## config.mk

```make
export PLATFORM = sky130hd
export DESIGN_NAME = fpadd_rr_sched_flat
export DESIGN_NICKNAME = d
export VERILOG_FILES = /design/src/rtl/fpadd_rr_sched_if.sv /design/src/rtl/fpadd_rr_sched.sv /design/src/flat_wrapper.sv
export SDC_FILE = /design/constraint.sdc
export NUM_CORES = 1
export LEC_CHECK = 0
export CAP_MARGIN = 10
export CORE_AREA = 2 2 305 307
export DETAILED_ROUTE_END_ITERATION = 7
export DIE_AREA = 0 0 307 309
export DONT_BUFFER_PORTS = 1
export PLACE_DENSITY = 0.3
export SLEW_MARGIN = 30
export SYNTH_ARGS = -nofsm -noshare
export SYNTH_HDL_FRONTEND = slang
export SYNTH_SLANG_ARGS = --single-unit
```

## constraint.sdc

```tcl
create_clock -name clk -period 2.3 [get_ports clk]
set_input_delay 0.46 -clock clk [delete_from_list [all_inputs] [get_ports clk]]
set_output_delay 0.46 -clock clk [all_outputs]
set_load 0.02 [all_outputs]
```

## src/rtl/fpadd_rr_sched_if.sv

```systemverilog
// Bundle of requester-side and adder-side signals around fpadd_rr_sched.
// The scheduler uses the slave modport; the requesters and adder side use master.
interface fpadd_rr_sched_if #(
    parameter int NREQ = 4
);
    logic                 en;
    logic [NREQ-1:0]      req;
    logic [NREQ*64-1:0]   a_in;
    logic [NREQ*64-1:0]   b_in;
    logic [NREQ-1:0]      gnt;
    logic [63:0]          fa;
    logic [63:0]          fb;
    logic                 fpush;
    logic [63:0]          fr;
    logic                 fpushout;
    logic [63:0]          r_out;
    logic [NREQ-1:0]      rvalid;
    logic                 idle;
    logic                 tag_err;

    modport slave (
        input  en, req, a_in, b_in, fr, fpushout,
        output gnt, fa, fb, fpush, r_out, rvalid, idle, tag_err
    );

    modport master (
        output en, req, a_in, b_in, fr, fpushout,
        input  gnt, fa, fb, fpush, r_out, rvalid, idle, tag_err
    );
endinterface

```

## src/rtl/fpadd_rr_sched.sv

```systemverilog
// Round-robin scheduler sharing one pipelined 64-bit fpadd among NREQ
// requesters. A tag pipe follows each issued operation through the adder
// and steers the result back to the requester that issued it.
module fpadd_rr_sched #(
    parameter int NREQ = 4,
    parameter int LAT  = 4,
    parameter int TW   = 3
) (
    input  logic            clk,
    input  logic            rst,
    fpadd_rr_sched_if.slave bus
);
    localparam int IW = $clog2(NREQ);

    logic [IW-1:0]            ptr_q, ptr_d;
    logic [63:0]              fa_q, fa_d;
    logic [63:0]              fb_q, fb_d;
    logic                     fpush_q, fpush_d;
    logic [TW-1:0]            itag_q, itag_d;
    logic [LAT-1:0]           pv_q, pv_d;
    logic [LAT-1:0][TW-1:0]   pt_q, pt_d;
    logic [63:0]              r_q, r_d;
    logic [NREQ-1:0]          rv_q, rv_d;
    logic                     err_q, err_d;

    logic [NREQ-1:0]          gnt_c;
    logic                     any_gnt;
    logic [IW-1:0]            gidx;
    logic [IW-1:0]            cand;

    // Pick the first pending requester after ptr_q, wrapping modulo NREQ.
    always_comb begin
        gnt_c   = '0;
        any_gnt = 1'b0;
        gidx    = '0;
        cand    = '0;
        if (rst && bus.en) begin
            for (int unsigned k = 1; k <= NREQ; k++) begin
                cand = IW'((32'(ptr_q) + k) % NREQ);
                if (!any_gnt && bus.req[cand]) begin
                    any_gnt = 1'b1;
                    gidx    = cand;
                end
            end
            if (any_gnt) begin
                gnt_c[gidx] = 1'b1;
            end
        end
    end

    // Next-state for issue stage, tag pipe and result return path.
    // itag_q rides alongside fpush_q; the LAT-stage pipe behind them puts
    // stage LAT-1 in the same cycle as the adder's pushout.
    always_comb begin
        ptr_d   = ptr_q;
        fa_d    = fa_q;
        fb_d    = fb_q;
        fpush_d = any_gnt;
        itag_d  = itag_q;
        if (any_gnt) begin
            ptr_d  = gidx;
            fa_d   = bus.a_in[64*gidx +: 64];
            fb_d   = bus.b_in[64*gidx +: 64];
            itag_d = TW'(gidx);
        end

        pv_d    = '0;
        pt_d    = '0;
        pv_d[0] = fpush_q;
        pt_d[0] = itag_q;
        for (int unsigned k = 1; k < LAT; k++) begin
            pv_d[k] = pv_q[k-1];
            pt_d[k] = pt_q[k-1];
        end

        r_d  = bus.fpushout ? bus.fr : r_q;
        rv_d = '0;
        if (bus.fpushout) begin
            for (int unsigned i = 0; i < NREQ; i++) begin
                rv_d[i] = (pt_q[LAT-1] == TW'(i));
            end
        end

        err_d = err_q | (bus.fpushout != pv_q[LAT-1]);
    end

    // State registers with synchronous active-low reset.
    always_ff @(posedge clk) begin
        if (!rst) begin
            ptr_q   <= IW'(NREQ - 1);
            fa_q    <= '0;
            fb_q    <= '0;
            fpush_q <= 1'b0;
            itag_q  <= '0;
            pv_q    <= '0;
            pt_q    <= '0;
            r_q     <= '0;
            rv_q    <= '0;
            err_q   <= 1'b0;
        end else begin
            ptr_q   <= ptr_d;
            fa_q    <= fa_d;
            fb_q    <= fb_d;
            fpush_q <= fpush_d;
            itag_q  <= itag_d;
            pv_q    <= pv_d;
            pt_q    <= pt_d;
            r_q     <= r_d;
            rv_q    <= rv_d;
            err_q   <= err_d;
        end
    end

    assign bus.gnt     = gnt_c;
    assign bus.fa      = fa_q;
    assign bus.fb      = fb_q;
    assign bus.fpush   = fpush_q;
    assign bus.r_out   = r_q;
    assign bus.rvalid  = rv_q;
    assign bus.tag_err = err_q;
    assign bus.idle    = (gnt_c == '0) && !fpush_q && (pv_q == '0) && !bus.fpushout;

endmodule
```

## src/flat_wrapper.sv

```systemverilog
// flat-port wrapper written by rule: the top's interface ports become plain ports
module fpadd_rr_sched_flat 
#(
    parameter int NREQ = 4,
    parameter int LAT  = 4,
    parameter int TW   = 3
)
  (clk, rst, bus_en, bus_req, bus_a_in, bus_b_in, bus_fr, bus_fpushout, bus_gnt, bus_fa, bus_fb, bus_fpush, bus_r_out, bus_rvalid, bus_idle, bus_tag_err);
  fpadd_rr_sched_if #(.NREQ(NREQ)) bus_i ();
  input  logic clk;
  input  logic rst;
  input wire logic [$bits(bus_i.en)-1:0] bus_en;
  input wire logic [$bits(bus_i.req)-1:0] bus_req;
  input wire logic [$bits(bus_i.a_in)-1:0] bus_a_in;
  input wire logic [$bits(bus_i.b_in)-1:0] bus_b_in;
  input wire logic [$bits(bus_i.fr)-1:0] bus_fr;
  input wire logic [$bits(bus_i.fpushout)-1:0] bus_fpushout;
  output wire logic [$bits(bus_i.gnt)-1:0] bus_gnt;
  output wire logic [$bits(bus_i.fa)-1:0] bus_fa;
  output wire logic [$bits(bus_i.fb)-1:0] bus_fb;
  output wire logic [$bits(bus_i.fpush)-1:0] bus_fpush;
  output wire logic [$bits(bus_i.r_out)-1:0] bus_r_out;
  output wire logic [$bits(bus_i.rvalid)-1:0] bus_rvalid;
  output wire logic [$bits(bus_i.idle)-1:0] bus_idle;
  output wire logic [$bits(bus_i.tag_err)-1:0] bus_tag_err;
  assign bus_i.en = bus_en;
  assign bus_i.req = bus_req;
  assign bus_i.a_in = bus_a_in;
  assign bus_i.b_in = bus_b_in;
  assign bus_i.fr = bus_fr;
  assign bus_i.fpushout = bus_fpushout;
  assign bus_gnt = bus_i.gnt;
  assign bus_fa = bus_i.fa;
  assign bus_fb = bus_i.fb;
  assign bus_fpush = bus_i.fpush;
  assign bus_r_out = bus_i.r_out;
  assign bus_rvalid = bus_i.rvalid;
  assign bus_idle = bus_i.idle;
  assign bus_tag_err = bus_i.tag_err;
  fpadd_rr_sched #(.NREQ(NREQ), .LAT(LAT), .TW(TW)) u_core (.clk(clk), .rst(rst), .bus(bus_i));
endmodule
```

# Yosys cells after proc, flatten, opt, wreduce, memory -nomap -nowiden
# Cells that the tools add are included.
dict set report totals {
  ram_bits 0
  inputBits 584
  mem_count 0
  romBits 0
  latchBits 0
  output_inout_bits 203
  regBits 214
}
dict set report op_classes {
  n_div 0
  magnitude_cmp 6
  n_addsub 4
  n_mux 27
  multipliers 0
  bitwise 1
  n_eq_ne 4
  n_shift 2
  n_reduce_logical 17
}
# cell n
set op_table {}
lappend op_table {{256-bit by 9-bit variable part select with 64-bit output} 2}
lappend op_table {{2-bit by 3-bit < comparator with 1-bit output (second input constant)} 5}
lappend op_table {{1-bit 2-to-1 mux} 14}
lappend op_table {{2-bit 2-to-1 mux} 6}
lappend op_table {{1-bit binary-select mux with 2-bit select} 4}
lappend op_table {{1-bit logical AND} 8}
lappend op_table {{4-bit logical NOT} 2}
lappend op_table {{4-bit 2-to-1 mux} 2}
lappend op_table {{1-bit logical NOT} 5}
lappend op_table {{2-bit by 1-bit adder with 2-bit output (second input constant)} 2}
lappend op_table {{2-bit adder (second input constant)} 2}
lappend op_table {{2-bit == test (second input constant)} 2}
lappend op_table {{3-bit logical NOT} 1}
lappend op_table {{1-bit demux with 2-bit select} 1}
lappend op_table {{2-bit by 1-bit == test with 1-bit output (second input constant)} 1}
lappend op_table {{2-bit by 1-bit greater-or-equal comparator with 1-bit output (second input constant)} 1}
lappend op_table {{2-bit AND reduction} 1}
lappend op_table {{1-bit inequality test} 1}
lappend op_table {{1-bit bitwise OR} 1}

# Depth between registers and ports, before layout
dict set report depth {
  depth_word 27
  depth_mapped 8
}

# Worst setup path after synthesis
# OpenSTA, ideal clock, no wires.
dict set report synth_timing {
  kind {in2out}
  start {input bus_req[3]}
  end {output bus_idle}
  setup_slack_ns -0.058
  path_buffers 0
  t_arrival_ns 1.898
  stages 4
  required_time_ns 1.840
  cell_sequence {or4_4 -> nand3_2 -> inv_2 -> nor4_1}
}
dict set report synth_via {
  elab_chain_len 26
  elab_cells_between_ends 38
}
# item line
set synth_rtl {}
lappend synth_rtl {{start, declared} flat_wrapper.sv:13} ;# input wire logic [$bits(bus_i.req)-1:0] bus_req;
lappend synth_rtl {{1-bit binary-select mux with 2-bit select} fpadd_rr_sched.sv:40} ;# if (!any_gnt && bus.req[cand]) begin
lappend synth_rtl {{1-bit 2-to-1 mux (not written as such)} fpadd_rr_sched.sv:40}
lappend synth_rtl {{1-bit 2-to-1 mux} fpadd_rr_sched.sv:40}
lappend synth_rtl {{1-bit 2-to-1 mux} fpadd_rr_sched.sv:37} ;# if (rst && bus.en) begin
lappend synth_rtl {{1-bit logical NOT} fpadd_rr_sched.sv:40}
lappend synth_rtl {{1-bit logical AND} fpadd_rr_sched.sv:40}
lappend synth_rtl {{1-bit 2-to-1 mux} fpadd_rr_sched.sv:40}
lappend synth_rtl {{1-bit 2-to-1 mux} fpadd_rr_sched.sv:37}
lappend synth_rtl {{[8 not listed]} --}
lappend synth_rtl {{2-bit by 3-bit < comparator with 1-bit output (not written as such) or 2-bit by 1-bit greater-or-equal comparator with 1-bit output (tied branches)} fpadd_rr_sched.sv:46} ;# gnt_c[gidx] = 1'b1;
lappend synth_rtl {{1-bit logical AND (not written as such)} fpadd_rr_sched.sv:46}
lappend synth_rtl {{1-bit 2-to-1 mux (not written as such)} fpadd_rr_sched.sv:46}
lappend synth_rtl {{1-bit demux with 2-bit select} --}
lappend synth_rtl {{4-bit 2-to-1 mux *} fpadd_rr_sched.sv:45} ;# if (any_gnt) begin
lappend synth_rtl {{4-bit 2-to-1 mux *} fpadd_rr_sched.sv:37}
lappend synth_rtl {{4-bit logical NOT *} fpadd_rr_sched.sv:121} ;# assign bus.idle = (gnt_c == '0) && !fpush_q && (pv_q == '0) && !bus.fpushout;
lappend synth_rtl {{1-bit logical AND * (3 in series)} fpadd_rr_sched.sv:121}
lappend synth_rtl {{end, declared} flat_wrapper.sv:24} ;# output wire logic [$bits(bus_i.idle)-1:0] bus_idle;
# Every way passes the cells marked *; elsewhere a longest branch is shown, timed or not. The select of a mux whose other input is x is not followed.

# Final worst setup path
dict set report layout_timing {
  start {register u_core.ptr_q[0]}
  end {output bus_gnt[3]}
}
dict set report layout_via {
  elab_chain_len 23
  elab_cells_between_ends 38
}
# item line
set layout_rtl {}
lappend layout_rtl {{start, declared} fpadd_rr_sched.sv:15} ;# logic [IW-1:0] ptr_q, ptr_d;
lappend layout_rtl {{start signal, assigned} fpadd_rr_sched.sv:90} ;# ptr_q <= IW'(NREQ - 1);
lappend layout_rtl {{start signal, assigned} fpadd_rr_sched.sv:101} ;# ptr_q <= ptr_d;
lappend layout_rtl {{2-bit by 1-bit adder with 2-bit output} fpadd_rr_sched.sv:39} ;# cand = IW'((32'(ptr_q) + k) % NREQ);
lappend layout_rtl {{1-bit binary-select mux with 2-bit select} fpadd_rr_sched.sv:40}
lappend layout_rtl {{1-bit 2-to-1 mux (not written as such)} fpadd_rr_sched.sv:40}
lappend layout_rtl {{1-bit 2-to-1 mux} fpadd_rr_sched.sv:40}
lappend layout_rtl {{1-bit 2-to-1 mux} fpadd_rr_sched.sv:37}
lappend layout_rtl {{1-bit logical NOT} fpadd_rr_sched.sv:40}
lappend layout_rtl {{1-bit logical AND} fpadd_rr_sched.sv:40}
lappend layout_rtl {{1-bit 2-to-1 mux} fpadd_rr_sched.sv:40}
lappend layout_rtl {{[7 not listed]} --}
lappend layout_rtl {{2-bit 2-to-1 mux} fpadd_rr_sched.sv:40}
lappend layout_rtl {{2-bit 2-to-1 mux} fpadd_rr_sched.sv:37}
lappend layout_rtl {{2-bit by 3-bit < comparator with 1-bit output (not written as such) or 2-bit by 1-bit greater-or-equal comparator with 1-bit output (tied branches)} fpadd_rr_sched.sv:46}
lappend layout_rtl {{1-bit logical AND (not written as such)} fpadd_rr_sched.sv:46}
lappend layout_rtl {{1-bit 2-to-1 mux (not written as such)} fpadd_rr_sched.sv:46}
lappend layout_rtl {{1-bit demux with 2-bit select} --}
lappend layout_rtl {{4-bit 2-to-1 mux *} fpadd_rr_sched.sv:45}
lappend layout_rtl {{4-bit 2-to-1 mux *} fpadd_rr_sched.sv:37}
lappend layout_rtl {{end, declared} flat_wrapper.sv:18} ;# output wire logic [$bits(bus_i.gnt)-1:0] bus_gnt;
# Marks and branches as above.

==> results.sh <==
export IMPL_p_per_area_nw_per_um2=763
export IMPL_outcome="finished, violations left"
export IMPL_synth_top_cells_by_count="214 x dfxtp_1, 192 x mux2i_1, 132 x nand2_1"
export IMPL_maxSlewHeadroom_pct=35.8
export IMPL_clk_path_buf_depth=3
export IMPL_syn_area_um2=12100
export IMPL_via_per_inst=4.16
export IMPL_synthFlopType="dfxtp_1"
export IMPL_die_w_um=307
export IMPL_grt_use_met1_pct=13.4
export IMPL_start_util_pct=13.3
export IMPL_clock_sinks=214
export IMPL_skew_ps=32.7
export IMPL_worst_slew_pin_slew_ps=960
export IMPL_grt_use_met3_pct=4.56
export IMPL_cts_tree="done"
export IMPL_final_setup_tns_ps=-273
export IMPL_drt_iter0_drc=614
export IMPL_drive_above_1_share_pct=12.7
export IMPL_ioPinCount=787
export IMPL_ys_warn_count=0
export IMPL_met2_usage_pct=22.5
export IMPL_htreeDepth=1
export IMPL_cp_required_ps=1840
export IMPL_cp_top_family="simple AND/OR/NAND/NOR gates"
export IMPL_grt_pass1_vias=11500
export IMPL_ir_worst_vdd_mv=0.519
export IMPL_die_area_um2=94900
export IMPL_dp_cells=2580
export IMPL_numCtsBuffers=29
export IMPL_startpoint_type="register"
export IMPL_grt_pass1_wl_mm=85.1
export IMPL_root_buffer="clkbuf_16"
export IMPL_groute_usage_overall_pct=12.4
export IMPL_drv_slew=0
export IMPL_regToRegStartpoint="u_core.ptr_q[0]"
export IMPL_worst_setup_path_type="reg -> out"
export IMPL_period_share_pct=103
export IMPL_leakagePower_nw=6.14
export IMPL_r2r_end="u_core.bus.fb[26]"
export IMPL_port_buffers=0
export IMPL_synth_seq_area_share_pct=35.3
export IMPL_layout_cells_non_filler=2705
export IMPL_worst_path_buf_inv=2
export IMPL_path_clk_slew_ps=60
export IMPL_critPathMaxFanout=3
export IMPL_grt_max_degree=71
export IMPL_end_kind="output pin"
export IMPL_netlist_area_leader_share_pct=35.3
export IMPL_min_from="bus_fr[13]"
export IMPL_synth_most_common_cell="dfxtp_1"
export IMPL_stdcell_area_um2=15800
export IMPL_syn_area_per_cell_um2=8.38
export IMPL_grt_antenna_before_repair=19
export IMPL_rsz0062_at_grt="true"
export IMPL_r2r_cells=8
export IMPL_holdPathEnd="u_core.bus.r_out[13]"
export IMPL_syn2layout_area_growth_pct=30.4
export IMPL_crit_path_top_delay_cell="dfxtp_2"
export IMPL_syn_nets=2033
export IMPL_violations="negative setup slack"
export IMPL_wl_per_cell_um=23.6
export IMPL_grt_ovfl_total=0
export IMPL_vias=11300
export IMPL_synth_area_top_cells="dfxtp_1 35%, mux2i_1 16%, and4_1 9.2%"
export IMPL_dpl_cell_area_um2=14100
export IMPL_top_usage_layer="met2"
export IMPL_synth_edf_count=0
export IMPL_wl_mm=63.7
export IMPL_max_freq_mhz=421
export IMPL_async_flop_share_pct=0
export IMPL_row_count=111
export IMPL_fin_hold_ws_ps=59.2
export IMPL_hp_class="in -> reg"
export IMPL_finalWorstSetupSlack_ps=-77.3
export IMPL_cp_startpoint="u_core.ptr_q[0]"
export IMPL_clock_latency_ps=600
export IMPL_post_route_drc_count=0
export IMPL_die_h_um=309
export IMPL_arrival_ps=1920
export IMPL_regToRegSetupSlack_ps=140
export IMPL_max_stage_delay_ps=340
export IMPL_netlist_instances=1449
export IMPL_ys_ff_latch=214
export IMPL_core_area_um2=91400
export IMPL_fill_cells=10300
export IMPL_dp_hpwl_mm=48.7
export IMPL_antenna_left=0
export IMPL_hold_viol_final=0
export IMPL_cap_violations=0
export IMPL_fin_nets=2071
export IMPL_min_period_ps=2380
export IMPL_ys_types=38
export IMPL_setup_violations=4
export IMPL_dr_pass1_iters=5
export IMPL_hold_depth=2
export IMPL_gp_congestion=0.803
export IMPL_synth_top_cell_by_area="dfxtp_1"
export IMPL_cp_cell_sequence="and2b_2 > a221oi_2 > buf_4 > nand2_8 > nor2_4 > buf_6"
-- power breakdown --
| group | internal, mW | switching, mW |
|---|---|---|
| clock | 2.89 | 1.91 |
| sequential | 4.07 | 0.805 |
| combinational | 1.12 | 1.29 |
-- timing repair --
action,CTS,global route
endpoints found under the setup margin,8,10
hold buffers,50,0
resized for setup,21,10
endpoints found under the hold margin,56,0
pin swaps,5,3
gates cloned,0,0
setup buffers,9,4
-- cell type report --
| cell class | count | area [µm²] | share of cell area, % |
|---|---|---|---|
| sequential | 214 | 4290 | 27.1 |
| timing repair buffer | 164 | 1740 | 11.0 |
| clock inverter | 12 | 144 | 0.909 |
| multi-input combinational | 947 | 6800 | 43.0 |
| tap | 1186 | 1480 | 9.37 |
| antenna | 10 | 25.0 | 0.158 |
| clock buffer | 41 | 851 | 5.38 |
| inverter | 131 | 492 | 3.11 |
-- worst max path at each step --
stage | depth (start not counted) | slack (ps) | to
finish | 6 | -80 | bus_gnt[3]
CTS | 6 | -160 | bus_gnt[3]
floorplan | 6 | 10 | bus_gnt[0]
global route | 6 | -180 | bus_gnt[3]
detailed placement | 7 | -310 | u_core.bus.fa[63]
global placement | 7 | -290 | u_core.bus.fa[63]
-- placed cells by master, fill, tap and decap left out, drive strengths merged, types with 49 or more instances in the layout --
master / instances
a31oi: 129
inv: 132
nand2: 133
o21ai: 131
mux2i: 192
buf: 115
and4: 128
nor2b: 65
dlygate4sd3: 49
dfxtp: 214
o211ai: 128
-- worst register-to-register path, stage by stage (launching register included) --
cell and delay, ps:
dfxtp_2 330, nand2b_1 170, a21o_4 250, nand3_4 120, buf_4 150, buf_12 170
buf_4 250, mux2i_1 440, o211ai_1 120
-- routing by layer --
| layer | wire length [µm] | vias up |
|---|---|---|
| li1 | - | 5356 |
| met1 | 23800 | 5238 |
| met2 | 32000 | 571 |
| met3 | 6230 | 85 |
| met4 | 1640 | 14 |
| met5 | 89 | - |
-- cells by family after synthesis --
kind of cell	share of synthesized area [%]
compound gates	20.5
xor+xnor	0.0722
buf+inv	9.85
flops	35.3
mux	15.8
simple gates	18.4
-- stage by stage --
stage	total power, mW	setup WS [ps]	util (%)
finish	12.1	-77.3	17.3
global route	12.7	-185	17.3
CTS	12.3	-155	17.2
detailed placement	7.22	-311	15.4
global placement	7.20	-286	15.4
floorplan	6.22	10.9	-
-- registers in the layout, summed over array words and instances, names as in the netlist --
signal / count
u_core.pv_q: 4
u_core.pt_q: 2
u_core.itag_q: 2
u_core.bus.rvalid: 4
u_core.bus.fpush: 1
u_core.bus.tag_err: 1
u_core.pt_d: 6
u_core.ptr_q: 2
u_core.bus.fb: 64
u_core.bus.fa: 64
u_core.bus.r_out: 64
No activity file was read; power rests on OpenSTA's default activity.
